## config.mk

```make
export PLATFORM = sky130hd
export DESIGN_NAME = vga_display_regs
export DESIGN_NICKNAME = d
export VERILOG_FILES = /design/src/rtl/vga_pkg.sv /design/src/rtl/vga_edge_det.sv /design/src/rtl/vga_display_regs.sv
export SDC_FILE = /design/constraint.sdc
export NUM_CORES = 1
export LEC_CHECK = 0
export CORE_MARGIN = 3
export CORE_UTILIZATION = 40
export DETAILED_ROUTE_END_ITERATION = 12
export HOLD_SLACK_MARGIN = 0.05
export MAX_ROUTING_LAYER = met4
export SLEW_MARGIN = 10
export SYNTH_ARGS = -nofsm -noshare
export SYNTH_HDL_FRONTEND = slang
export SYNTH_HIERARCHICAL = 1
export SYNTH_SLANG_ARGS = --single-unit
```

## constraint.sdc

```tcl
create_clock -name clk -period 4.55 [get_ports clk]
set_input_delay 0.91 -clock clk [delete_from_list [all_inputs] [get_ports clk]]
set_output_delay 0.91 -clock clk [all_outputs]
set_load 0.05 [all_outputs]
```

## src/rtl/vga_pkg.sv

```systemverilog
// vga_pkg: shared constants for the VGA display register stage (address map, CTRL bits, default
// widths).
package vga_pkg;

    localparam int unsigned DEF_DATA_W = 16;
    localparam int unsigned DEF_VAL_W  = 8;

    localparam logic [2:0] ADDR_VALUE     = 3'd0;
    localparam logic [2:0] ADDR_P1        = 3'd1;
    localparam logic [2:0] ADDR_P2        = 3'd2;
    localparam logic [2:0] ADDR_P3        = 3'd3;
    localparam logic [2:0] ADDR_P4        = 3'd4;
    localparam logic [2:0] ADDR_GAME_OVER = 3'd5;
    localparam logic [2:0] ADDR_CTRL      = 3'd6;
    localparam logic [2:0] ADDR_FRAME_CNT = 3'd7;

    localparam int unsigned CTRL_FORCE = 0;

    // p1..p4 and game_over live in one word array, indexed by (addr - ADDR_P1).
    localparam int unsigned NUM_WORDS = 5;

endpackage

```

## src/rtl/vga_edge_det.sv

```systemverilog
// vga_edge_det: single-flop falling-edge detector for a signal already in the clk domain.
module vga_edge_det (
    input  logic clk,
    input  logic rst,
    input  logic sig_i,
    output logic fall_o
);

    logic low_q;
    logic low_d;

    // The flop holds "sig was low last cycle". Resetting it to 1 means a signal that is
    // already low when reset releases is not mistaken for a fresh falling edge.
    assign low_d = ~sig_i;

    always_ff @(posedge clk or negedge rst) begin
        if (!rst) begin
            low_q <= 1'b1;
        end else begin
            low_q <= low_d;
        end
    end

    assign fall_o = ~low_q & ~sig_i;

endmodule

```

## src/rtl/vga_display_regs.sv

```systemverilog
// vga_display_regs: bus-written shadow registers for the VGA display variables, committed to the
// outputs on a vsync falling edge or a forced commit. Define VGA_FRAME_CNT_EN for the frame counter.
module vga_display_regs
    import vga_pkg::*;
#(
    parameter int unsigned DATA_W = DEF_DATA_W,
    parameter int unsigned VAL_W  = DEF_VAL_W
) (
    input  logic              clk,
    input  logic              rst,
    input  logic              wr_en,
    input  logic [2:0]        addr,
    input  logic [DATA_W-1:0] wr_data,
    output logic [DATA_W-1:0] rd_data,
    output logic              wr_ack,
    input  logic              vsync,
    output logic [VAL_W-1:0]  value,
    output logic [DATA_W-1:0] p1,
    output logic [DATA_W-1:0] p2,
    output logic [DATA_W-1:0] p3,
    output logic [DATA_W-1:0] p4,
    output logic [DATA_W-1:0] game_over,
    output logic              frame_tick
);

    logic [VAL_W-1:0]  value_sh_q, value_sh_d;
    logic [DATA_W-1:0] word_sh_q  [NUM_WORDS];
    logic [DATA_W-1:0] word_sh_d  [NUM_WORDS];
    logic [VAL_W-1:0]  value_q, value_d;
    logic [DATA_W-1:0] word_out_q [NUM_WORDS];
    logic [DATA_W-1:0] word_out_d [NUM_WORDS];
    logic              dirty_q, dirty_d;
    logic              force_q, force_d;
    logic              wr_ack_q, wr_ack_d;
    logic              frame_tick_q, frame_tick_d;
    logic [DATA_W-1:0] rd_data_q, rd_data_d;
    logic              vsync_fall;
    logic              commit;
    logic [DATA_W-1:0] frame_cnt_rd;

    vga_edge_det u_vsync_fall (
        .clk    (clk),
        .rst    (rst),
        .sig_i  (vsync),
        .fall_o (vsync_fall)
    );

`ifdef VGA_FRAME_CNT_EN
    logic [15:0] frame_cnt_q, frame_cnt_d;

    assign frame_cnt_d  = commit ? frame_cnt_q + 16'd1 : frame_cnt_q;
    assign frame_cnt_rd = DATA_W'(frame_cnt_q);

    always_ff @(posedge clk or negedge rst) begin
        if (!rst) begin
            frame_cnt_q <= '0;
        end else begin
            frame_cnt_q <= frame_cnt_d;
        end
    end
`else
    assign frame_cnt_rd = '0;
`endif

    // A force and a vsync edge in the same cycle collapse into one commit.
    assign commit = vsync_fall | force_q;

    always_comb begin
        value_sh_d   = value_sh_q;
        word_sh_d    = word_sh_q;
        value_d      = value_q;
        word_out_d   = word_out_q;
        dirty_d      = dirty_q;
        force_d      = 1'b0;
        wr_ack_d     = wr_en;
        frame_tick_d = commit;

        // Commit reads the current shadows, so a same-cycle write waits for the next frame.
        if (commit) begin
            dirty_d = 1'b0;
            if (dirty_q) begin
                value_d    = value_sh_q;
                word_out_d = word_sh_q;
            end
        end

        if (wr_en) begin
            unique case (addr)
                ADDR_VALUE: begin
                    value_sh_d = wr_data[VAL_W-1:0];
                    dirty_d    = 1'b1;
                end
                ADDR_P1, ADDR_P2, ADDR_P3, ADDR_P4, ADDR_GAME_OVER: begin
                    word_sh_d[3'(addr - ADDR_P1)] = wr_data;
                    dirty_d                       = 1'b1;
                end
                ADDR_CTRL:      force_d = wr_data[CTRL_FORCE];
                ADDR_FRAME_CNT: ;
                default:        ;
            endcase
        end

        unique case (addr)
            ADDR_VALUE:     rd_data_d = DATA_W'(value_sh_q);
            ADDR_P1, ADDR_P2, ADDR_P3, ADDR_P4, ADDR_GAME_OVER:
                            rd_data_d = word_sh_q[3'(addr - ADDR_P1)];
            ADDR_CTRL:      rd_data_d = DATA_W'(dirty_q);
            ADDR_FRAME_CNT: rd_data_d = frame_cnt_rd;
            default:        rd_data_d = '0;
        endcase
    end

    always_ff @(posedge clk or negedge rst) begin
        if (!rst) begin
            value_sh_q   <= '0;
            word_sh_q    <= '{default: '0};
            value_q      <= '0;
            word_out_q   <= '{default: '0};
            dirty_q      <= 1'b0;
            force_q      <= 1'b0;
            wr_ack_q     <= 1'b0;
            frame_tick_q <= 1'b0;
            rd_data_q    <= '0;
        end else begin
            value_sh_q   <= value_sh_d;
            word_sh_q    <= word_sh_d;
            value_q      <= value_d;
            word_out_q   <= word_out_d;
            dirty_q      <= dirty_d;
            force_q      <= force_d;
            wr_ack_q     <= wr_ack_d;
            frame_tick_q <= frame_tick_d;
            rd_data_q    <= rd_data_d;
        end
    end

    assign value      = value_q;
    assign p1         = word_out_q[0];
    assign p2         = word_out_q[1];
    assign p3         = word_out_q[2];
    assign p4         = word_out_q[3];
    assign game_over  = word_out_q[4];
    assign wr_ack     = wr_ack_q;
    assign frame_tick = frame_tick_q;
    assign rd_data    = rd_data_q;

endmodule
```

# After elaboration in Yosys (flattened, before gate mapping)
# Cells that the tools add are included.
op_classes:
  add_sub_neg: 1
  n_lt_le_gt_ge: 2
  eq_ne: 7
  muxes: 12
  n_bitwise: 5
  reduce_logical: 7
op_table:
  columns: ["operator", "n"]
  rows:
  - ["$bwmux W80", 1]
  - ["$pmux W16 S4", 1]
  - ["$bmux W16 S3", 1]
  - ["$demux W16 S3", 1]
  - ["$mux W16", 3]
  - ["$eq A3 B3 Y1 const B", 4]
  - ["$eq A3 B2 Y1 const B", 2]
  - ["$reduce_and A2 Y1", 3]
  - ["$reduce_or A6 Y1", 1]
  - ["$mux W1", 5]
  - ["$reduce_or A5 Y1", 1]
  - ["$ge A4 B4 Y1 const B", 1]
  - ["$lt A4 B1 Y1 const B", 1]
  - ["$not A3 Y4", 1]
  - ["$eq A3 B1 Y1 const B", 1]
  - ["$logic_not A3 Y1", 1]
  - ["$sub A3 B1 Y3 const B", 1]
  - ["$not A1 Y1", 2]
  - ["$and A1 B1 Y1", 1]
  - ["$logic_and A1 B1 Y1", 1]
  - ["$or A1 B1 Y1", 1]
totals:
  reg_bits: 197
  inputBits: 23
  out_inout_bits: 106
  wordCells: 52

# Depth between registers and ports, before layout
depth:
  word_depth: 7
  mapped_depth: 11
  mapped_depth_nobuf: 7

# Cells and area by module
# Netlist, hierarchy kept.
by_module_without_submodules:
  columns: ["module", "n_inst", "cells_each", "area_per_inst_um2", "seq_area_each_um2"]
  rows:
  - ["vga_display_regs", 1, 548, 8131.5, 4904.7]
  - ["vga_edge_det", 1, 3, 33.8, 26.3]

# Least setup slack after synthesis
# No wires, ideal clock.
synth_path:
  path_type: "in2reg"
  startpoint: "input port addr[0]"
  endpoint: "register word_sh_q[21] in the netlist's numbering"
  setup_time_ps: 125
  arrival_time_ps: 3189
  required_ps: 4425
  setup_slack_ps: 1236
  cell_stages: 10
  n_path_buf: 4
  cell_sequence: "buf_2 > clkinv_1 > clkbuf_1 > ha_1 > ha_1 > nand2_1 > or4_1 > buf_2 > buf_6 > mux2_4"
synth_between:
  elab_chain_cells: 7
  elab_cells_between_ends: 15
  classes_between: "1 x add/sub; 2 x order compare; 5 x eq/ne; 3 x mux; 1 x bitwise; 3 x reduce/logical"
synth_rtl:
  columns: ["item", "line", "text"]
  rows:
  - ["from (decl)", "vga_display_regs.sv:12", "input logic [2:0] addr,"]
  - ["$sub A3 B1 Y3", "vga_display_regs.sv:94", "word_sh_d[3'(addr - ADDR_P1)] = wr_data;"]
  - ["$not A3 Y4 (not written as such)", "vga_display_regs.sv:94", null]
  - ["$ge A4 B4 Y1 (not written as such) / $lt A4 B1 Y1 (equally long branches)", "vga_display_regs.sv:94", null]
  - ["$logic_and A1 B1 Y1 (not written as such)", "vga_display_regs.sv:94", null]
  - ["$mux W16 (not written as such)", "vga_display_regs.sv:94", null]
  - ["$demux W16 S3", "vga_display_regs.sv:94", null]
  - ["$bwmux W80", "vga_display_regs.sv:94", null]
  - ["to (signal assigned)", "vga_display_regs.sv:126", "word_sh_q <= word_sh_d;"]
  - ["to (decl)", "vga_display_regs.sv:27", "logic [DATA_W-1:0] word_sh_q [NUM_WORDS];"]
# Parallel ways exist; a longest one is shown, timed or not.
# A chain may end at the register's enable or synchronous reset.

# Final worst setup path
layout_path:
  startpoint: "input port addr[0]"
  endpoint: "register word_sh_q[17] in the netlist's numbering"
# Same word-level chain as after synthesis.

==> run metrics <==
endpoints failing setup=0; initial antenna violation count=0; share of cells above drive strength 1=0.3483; Root Driver=clkbuf_16; crit path max fanout=16; met1 global-route usage=0.2485; setup TNS=0 ns; drc violations=0; Worst setup endpoint=word_sh_q[17]; clk sinks=197; port bufs=128; max_slew headroom=0.2402; worst setup path startpoint=addr[0]; Syn-to-layout area delta=26.82%; drt first pass iters=4; worst r2r path cells=5; CP Depth=8; capturing element type of the critical path=flop; M2 GR Usage=0.3001; Final ANT Viol Nets=0; Starting Density=0.4128; top_reg_cell synth=dfrtp_1; slowest cell delay on critical path=0.86 ns; Synth Area in Simple Gates=0.02927; #FFs+latches synth=197; height of the die=148.9 um; largest family of logic cells by synthesized area=multiplexers; average wire per standard cell=20.58 um; DR vias/cell=5.251; VDD IR max=0.3829 mV; FF-to-FF End=p4[9]; antenna diode count=0; Seq/Total Area, Yosys=0.6039; PwrDens=767.7 nW/um2; layer with the highest usage=met2; Routed WL=19630 um; status=finished clean; hold crit path type=reg -> reg; slowest CP cell=or4_1; fin nets=704; Avg Cell Area, Syn=14.82 um2; CTS Buf Count=17; cell family with most CP delay=simple AND/OR/NAND/NOR gates; CTS tree=built; Post-CTS Hold Fix Bufs=0; Overflow after GRT=0; Final Hold Viols=0; CP arrival=4.04 ns; r2r setup slk=2.31 ns; net count after synthesis=579; Synth Warn #=6; compound-gate portion of the synthesized area=0.05440; reg2reg start=u_vsync_fall/low_q; RSZ-0062 raised after global routing=false; Syn Std Cell Area=8165 um2; Mapped Cells=551; global-route wire length before repair=31190 um; Max H-tree Level=4; # IOs=129; clk_skew=0.004841 ns; most frequent cells in the layout=196 x dfrtp_1, 155 x mux2_2, 127 x clkdlybuf4s50_1; asr flop ratio synth=1.000; max-slew violation count=0; Synth cell types=44; crit path kind=in -> reg; CTS max path bufs=2; Max Clock Freq=0.2682 GHz; clk_lat worst skew=0.43 ns; multiplexer share of the synthesized area=0.2769; Vias=5009; CTS resizes=0; total die area=22160 um2; routability congestion estimate=0.7859; commonest non-fill, non-tap cell in the layout=dfrtp_1; routing usage on met3=0.03707; First DRT Iteration DRCs=225; postcts setup bufs=0; Synth Area in Adders=0.007662; Crit path buffers/inverters=3; hpwl dp=13430 um; largest net degree at the start of global routing=118; crit start category=input pin; number of global-route vias before repair=5451; Tightest Pin Transition=1.137 ns; Required @ worst endpoint=4.86 ns; min Tclk post-route=3.729 ns; period utilization=0.8195; Chip Width=148.9 um; # Max-Cap Violations=0; cells along the critical path=clkdlybuf4s50_1 -> clkinv_1 -> ha_1 -> nor4_1 -> or2_1 -> buf_4 -> or4_1 -> mux2_2; clock-pin transition on the worst setup and hold timing paths=0.07 ns; Synth Area in XOR/XNOR=0; Core Footprint=19780 um2; number of synthesized flops with an enable pin=0; Tot Pwr=7.949 mW; GRT Util Overall=0.1893; Rows=51; Pleak=4.568 nW
cell families (layout without fill, tap and decap cells):
logic type,Yosys count,after routing
mux,189,189
fa+ha+maj,5,5
compound gates,73,73
buf+inv,41,179
simple gates,46,46
flops,197,197
synth_stat cells (all sizes together), types with 3 or more instances:
library cell / count / area share
a32o: 5 / 0.0061
buf: 15 / 0.016
nand2b: 4 / 0.0031
clkbuf: 19 / 0.0087
inv: 6 / 0.0028
a21oi: 31 / 0.019
nand2: 22 / 0.010
nor2: 4 / 0.0018
o22ai: 11 / 0.0084
o21ai: 14 / 0.0086
a2111oi: 3 / 0.0034
mux2: 185 / 0.27
and2: 3 / 0.0023
dfrtp: 196 / 0.60
ha: 5 / 0.0077
cell type report:
cell class / count / area, um2
Sequential cell: 197 / 4931
Timing Repair Buffer: 140 / 1388
Tap cell: 265 / 331.6
Inverter: 7 / 26.28
Multi-Input combinational cell: 313 / 3030
Clock buffer: 19 / 442.9
Fill cell: 1651 / 9427
Clock inverter: 13 / 205.2
power breakdown:
group / internal (mW) / total, mW / switching [mW]
Sequential: 2.43 / 2.91 / 0.475
Clock: 0.989 / 1.64 / 0.650
Combinational: 1.35 / 3.40 / 2.05
how the worst min path moves through the flow:
| stage | from | endpoint | slack [ns] | cells after the start |
|---|---|---|---|---|
| after floorplan | force_q | frame_tick | 0.43 | 1 |
| after global placement | p1[0] | p1[0] | 0.47 | 2 |
| after detailed placement | p1[0] | p1[0] | 0.48 | 2 |
| after CTS | p1[0] | p1[0] | 0.49 | 2 |
| after global routing | p1[0] | p1[0] | 0.50 | 2 |
| final | p1[0] | p1[0] | 0.50 | 2 |
flip-flops by register name (all words and copies together), names as in the netlist:
name / cells
dirty_q: 1
force_q: 1
frame_tick: 1
game_over: 16
p1: 16
p2: 16
p3: 16
p4: 16
rd_data: 16
u_vsync_fall/low_q: 1
value: 8
value_sh_q: 8
word_sh_q: 80
wr_ack: 1
tightest hold or removal path, stage by stage (launching register included):
cell and delay, ns:
dfrtp_1 0.35, nand2_1 0.05, o21ai_0 0.06
through the flow:
| stage | instances | util | instance area, um2 | hold slack [ns] | worst slack (ns) |
|---|---|---|---|---|---|
| after floorplan | 551 | - | 8165 | 0.4349 | 1.236 |
| after global placement | 922 | 0.4907 | 9707 | 0.4745 | 0.4353 |
| after detailed placement | 922 | 0.4907 | 9707 | 0.4816 | 0.3831 |
| after CTS | 954 | 0.5235 | 10350 | 0.4930 | 0.8300 |
| after global routing | 954 | 0.5235 | 10350 | 0.5020 | 0.6739 |
| final | 954 | 0.5235 | 10350 | 0.4959 | 0.8212 |
metal layers:
layer | share of wire | wire length, um | vias up
met4 | 0.017 | 334 | 0
li1 | - | - | 2241
met1 | 0.44 | 8703 | 2600
met5 | 0 | 0 | -
met3 | 0.052 | 1020 | 26
met2 | 0.49 | 9571 | 142
Power figures use the tool's default switching activity.
==> patch 1: new RTL, config.mk and constraints unchanged <==
Change the package constant `DEF_DATA_W` from 16 to 32.
--- a/src/rtl/vga_pkg.sv
+++ b/src/rtl/vga_pkg.sv
@@ -3,5 +3,5 @@
 package vga_pkg;
 
-    localparam int unsigned DEF_DATA_W = 16;
+    localparam int unsigned DEF_DATA_W = 32;
     localparam int unsigned DEF_VAL_W  = 8;
 
Interface: changed (7 resized); port bits go from 129 to 241. The function was not compared with the original's and may differ.
==> patch 1 against the unedited design <==
Total power rose by 87%; critical endpoint is now rd_data[0]; count of clock-buffer cells in the layout rose by 46; critical path type unchanged; cell area rose by 88%; wire length rose by 100%; critical path depth rose by 1; synthesized area rose by 85%; setup slack improved by 0.41 ns; sequential cell count rose by 176; highest routed layer unchanged.
==> patch 1: results <==
{
  "max_slew.worst_pin.slew_ns": 0.858,
  "finalWirelength_mm": 39.8,
  "synth.area.top_cells": "dfrtp_1 (61%), mux2_2 (24%), mux2_1 (2.8%)",
  "synthMuxAreaShare_pct": 27.6,
  "outcome": "finished clean",
  "grt_pass1_wl_mm": 62.1,
  "largest_register_ffs": 160,
  "synth_compound_area_share_pct": 5.01,
  "wl_met3_mm": 1.93,
  "worstSetupEndpoint": "rd_data[0]",
  "cts_buffers": 41,
  "crit_arrival_ns": 3.74,
  "drt-initial-drc-count": 414,
  "io_buffers": 240,
  "firstDrtPassIters": 5,
  "gp_congestion": 0.759,
  "final_layout_size_suffix_gt1_share_pct": 33.1,
  "whs_ns": 0.398,
  "grtUsageMet3_pct": 3.45,
  "yosys-top-cells-count": "dfrtp_1 (372), mux2_2 (317), a21oi_1 (46)",
  "grt_antenna_before_repair": 1,
  "hpwlAfterDp_mm": 25.6,
  "synth_fp_nets": 1048,
  "avgRoutedWirePerCell_um": 22.4,
  "placed_cell_area_um2": 18200
}
==> patch 1: cell count changes after synthesis, moves of 16 or more <==
cell	before	now
mux2_1	0	37
dfrtp_1	196	372
buf_2	6	30
mux2_4	30	0
nand2b_1	4	24
mux2_2	155	317
nand2_1	22	6
a2111oi_0	2	22
==> patch 1: power by group <==
part           switching [mW]  leakage [nW]  internal, mW
combinational            3.80          3.19          2.42
sequential              0.925          4.59          4.60
clock                    1.26         0.616          1.85
==> patch 1: area by class of cell <==
class / count / area share (%)
sequential: 373 / 48.0
multi-input combinational: 554 / 28.2
timing repair buffer: 270 / 13.9
clock buffer: 65 / 6.37
tap: 504 / 3.24
inverter: 8 / 0.154
clock inverter: 4 / 0.135
antenna: 1 / 0.0129
==> patch 1: worst max-delay path, stage by stage <==
cell and delay [ns]:
clkdlybuf4s50_1 0.57, inv_1 0.12, ha_4 0.19, ha_4 0.28, buf_4 0.38, buf_4 0.53
o21ai_0 0.19, a311o_1 0.39, a22oi_1 0.14
==> patch 2: new RTL, config.mk and constraints unchanged <==
Made on the original files. Take the reset off `value_sh_q`, `value_q` and `rd_data_q` and load them in a clocked block of their own.
--- a/src/rtl/vga_display_regs.sv
+++ b/src/rtl/vga_display_regs.sv
@@ -113,7 +113,5 @@
     always_ff @(posedge clk or negedge rst) begin
         if (!rst) begin
-            value_sh_q   <= '0;
             word_sh_q    <= '{default: '0};
-            value_q      <= '0;
             word_out_q   <= '{default: '0};
             dirty_q      <= 1'b0;
@@ -121,9 +119,6 @@
             wr_ack_q     <= 1'b0;
             frame_tick_q <= 1'b0;
-            rd_data_q    <= '0;
         end else begin
-            value_sh_q   <= value_sh_d;
             word_sh_q    <= word_sh_d;
-            value_q      <= value_d;
             word_out_q   <= word_out_d;
             dirty_q      <= dirty_d;
@@ -131,6 +126,11 @@
             wr_ack_q     <= wr_ack_d;
             frame_tick_q <= frame_tick_d;
-            rd_data_q    <= rd_data_d;
         end
+    end
+
+    always_ff @(posedge clk) begin
+        value_sh_q <= value_sh_d;
+        value_q    <= value_d;
+        rd_data_q  <= rd_data_d;
     end
 
Behaviour: not the same (a bounded check fails within 4 cycles, from zero or initial values and one cycle with rst low).
==> patch 2 against the unedited design <==
Count of clock-buffer cells in the layout shrank 2; clock skew grew 0.0057 ns; register-to-register slack lost 0.02 ns; synthesized area shrank 3.5%; setup slack gained 0.31 ns; global-route usage shrank 0.26 points; total power shrank 8.8%; wire length shrank 3.5%; cell area shrank 3.4%; utilization grew 0.25 points; sequential cell count is the same; critical path type unchanged; largest cell class unchanged.
==> patch 2: results <==
{
  "crit_arrival_ns": 3.73,
  "dpl_worst_slack_ns": 0.666,
  "viasPerCell": 5.18,
  "final_layout_size_suffix_gt1_share_pct": 34.2,
  "synth.area.top_cells": "dfrtp_1 (52%), mux2_2 (24%), edfxtp_1 (6.1%)",
  "hpwlAfterDp_mm": 13.2,
  "track_usage_pct": 18.7,
  "finalSetupViolations": 0,
  "synth_cell_types": 43,
  "synth_edf_count": 16,
  "outcome": "finished clean",
  "async_reset_ff_share_pct": 83.8,
  "grt_max_degree": 94,
  "gp_congestion": 0.785,
  "yosys-top-cells-count": "mux2_2 (165), dfrtp_1 (164), a21oi_1 (18)",
  "nets": 679,
  "fin_skew_ns": 0.0106,
  "p_leak_nw": 4.23,
  "synth_fp_nets": 546,
  "placed_cell_area_um2": 9460,
  "p_sw_mw": 2.96,
  "grt_pass1_wl_mm": 30.2,
  "peakVddDrop_mv": 0.549,
  "drt-initial-drc-count": 260,
  "slew_headroom_pct": 41.7
}
[patch 2: worst max-delay path, stage by stage]
cell and delay (ns):
clkdlybuf4s50_1 0.50, buf_4 0.36, ha_1 0.26, nor2_1 0.09, a21o_1 0.43, nor4_4 0.51
buf_4 0.30, mux2_2 0.35
[patch 2: path summary, 6_finish.rpt]
check,start,end,slack [ns],cells after the start
worst min-delay path,value_sh_q[4],value[4],0.46,0
worst min register to register,value_sh_q[4],value[4],0.46,0
max in group asynchronous,rst,word_sh_q[26],3.08,2
min in group asynchronous,rst,p3[2],0.57,1
worst max register to register,u_vsync_fall/low_q,p4[11],2.29,6
worst max-delay path,addr[0],word_sh_q[41],1.13,8
[patch 2: routing by layer]
layer / wire length (µm) / global-route usage (%)
met5: 0 / -
met4: 143 / 4.33
met3: 816 / 4.47
met2: 9120 / 29.6
met1: 8850 / 24.6
[patch 2: per-stage QoR]
| stage | instances | hold slack, ns |
|---|---|---|
| finish | 923 | 0.460 |
| floorplan | 517 | 0.426 |
| CTS | 923 | 0.461 |
| global route | 923 | 0.467 |
| detailed placement | 891 | 0.445 |
| global placement | 891 | 0.435 |
[patch 2: power by group through the flow]
stage / combinational (mW) / sequential (mW) / clock, mW
after floorplan: 0.748 / 4.02 / 0
after global placement: 3.01 / 2.86 / 0
after detailed placement: 3.04 / 2.88 / 0
after CTS: 3.05 / 2.84 / 1.44
after global routing: 3.15 / 2.92 / 1.51
final: 3.02 / 2.83 / 1.40
[patch 2: area by class of cell]
type	count	area (µm²)
Fill cell	1626	9010
Sequential cell	197	4930
Multi-Input combinational cell	282	2760
Timing Repair Buffer	142	1400
Clock buffer	17	425
Tap cell	260	325
Clock inverter	15	120
Inverter	10	37.5
[patch 2: kinds of logic after synthesis]
| logic type | after synthesis | synth area share, % |
|---|---|---|
| muxes | 172 | 25.3 |
| and+or+nand+nor | 41 | 3.51 |
| AOI/OAI and AO/OA | 63 | 5.25 |
| DFF | 197 | 62.6 |
| buffers and inverters | 38 | 2.48 |
| adders and majority gates | 6 | 0.952 |
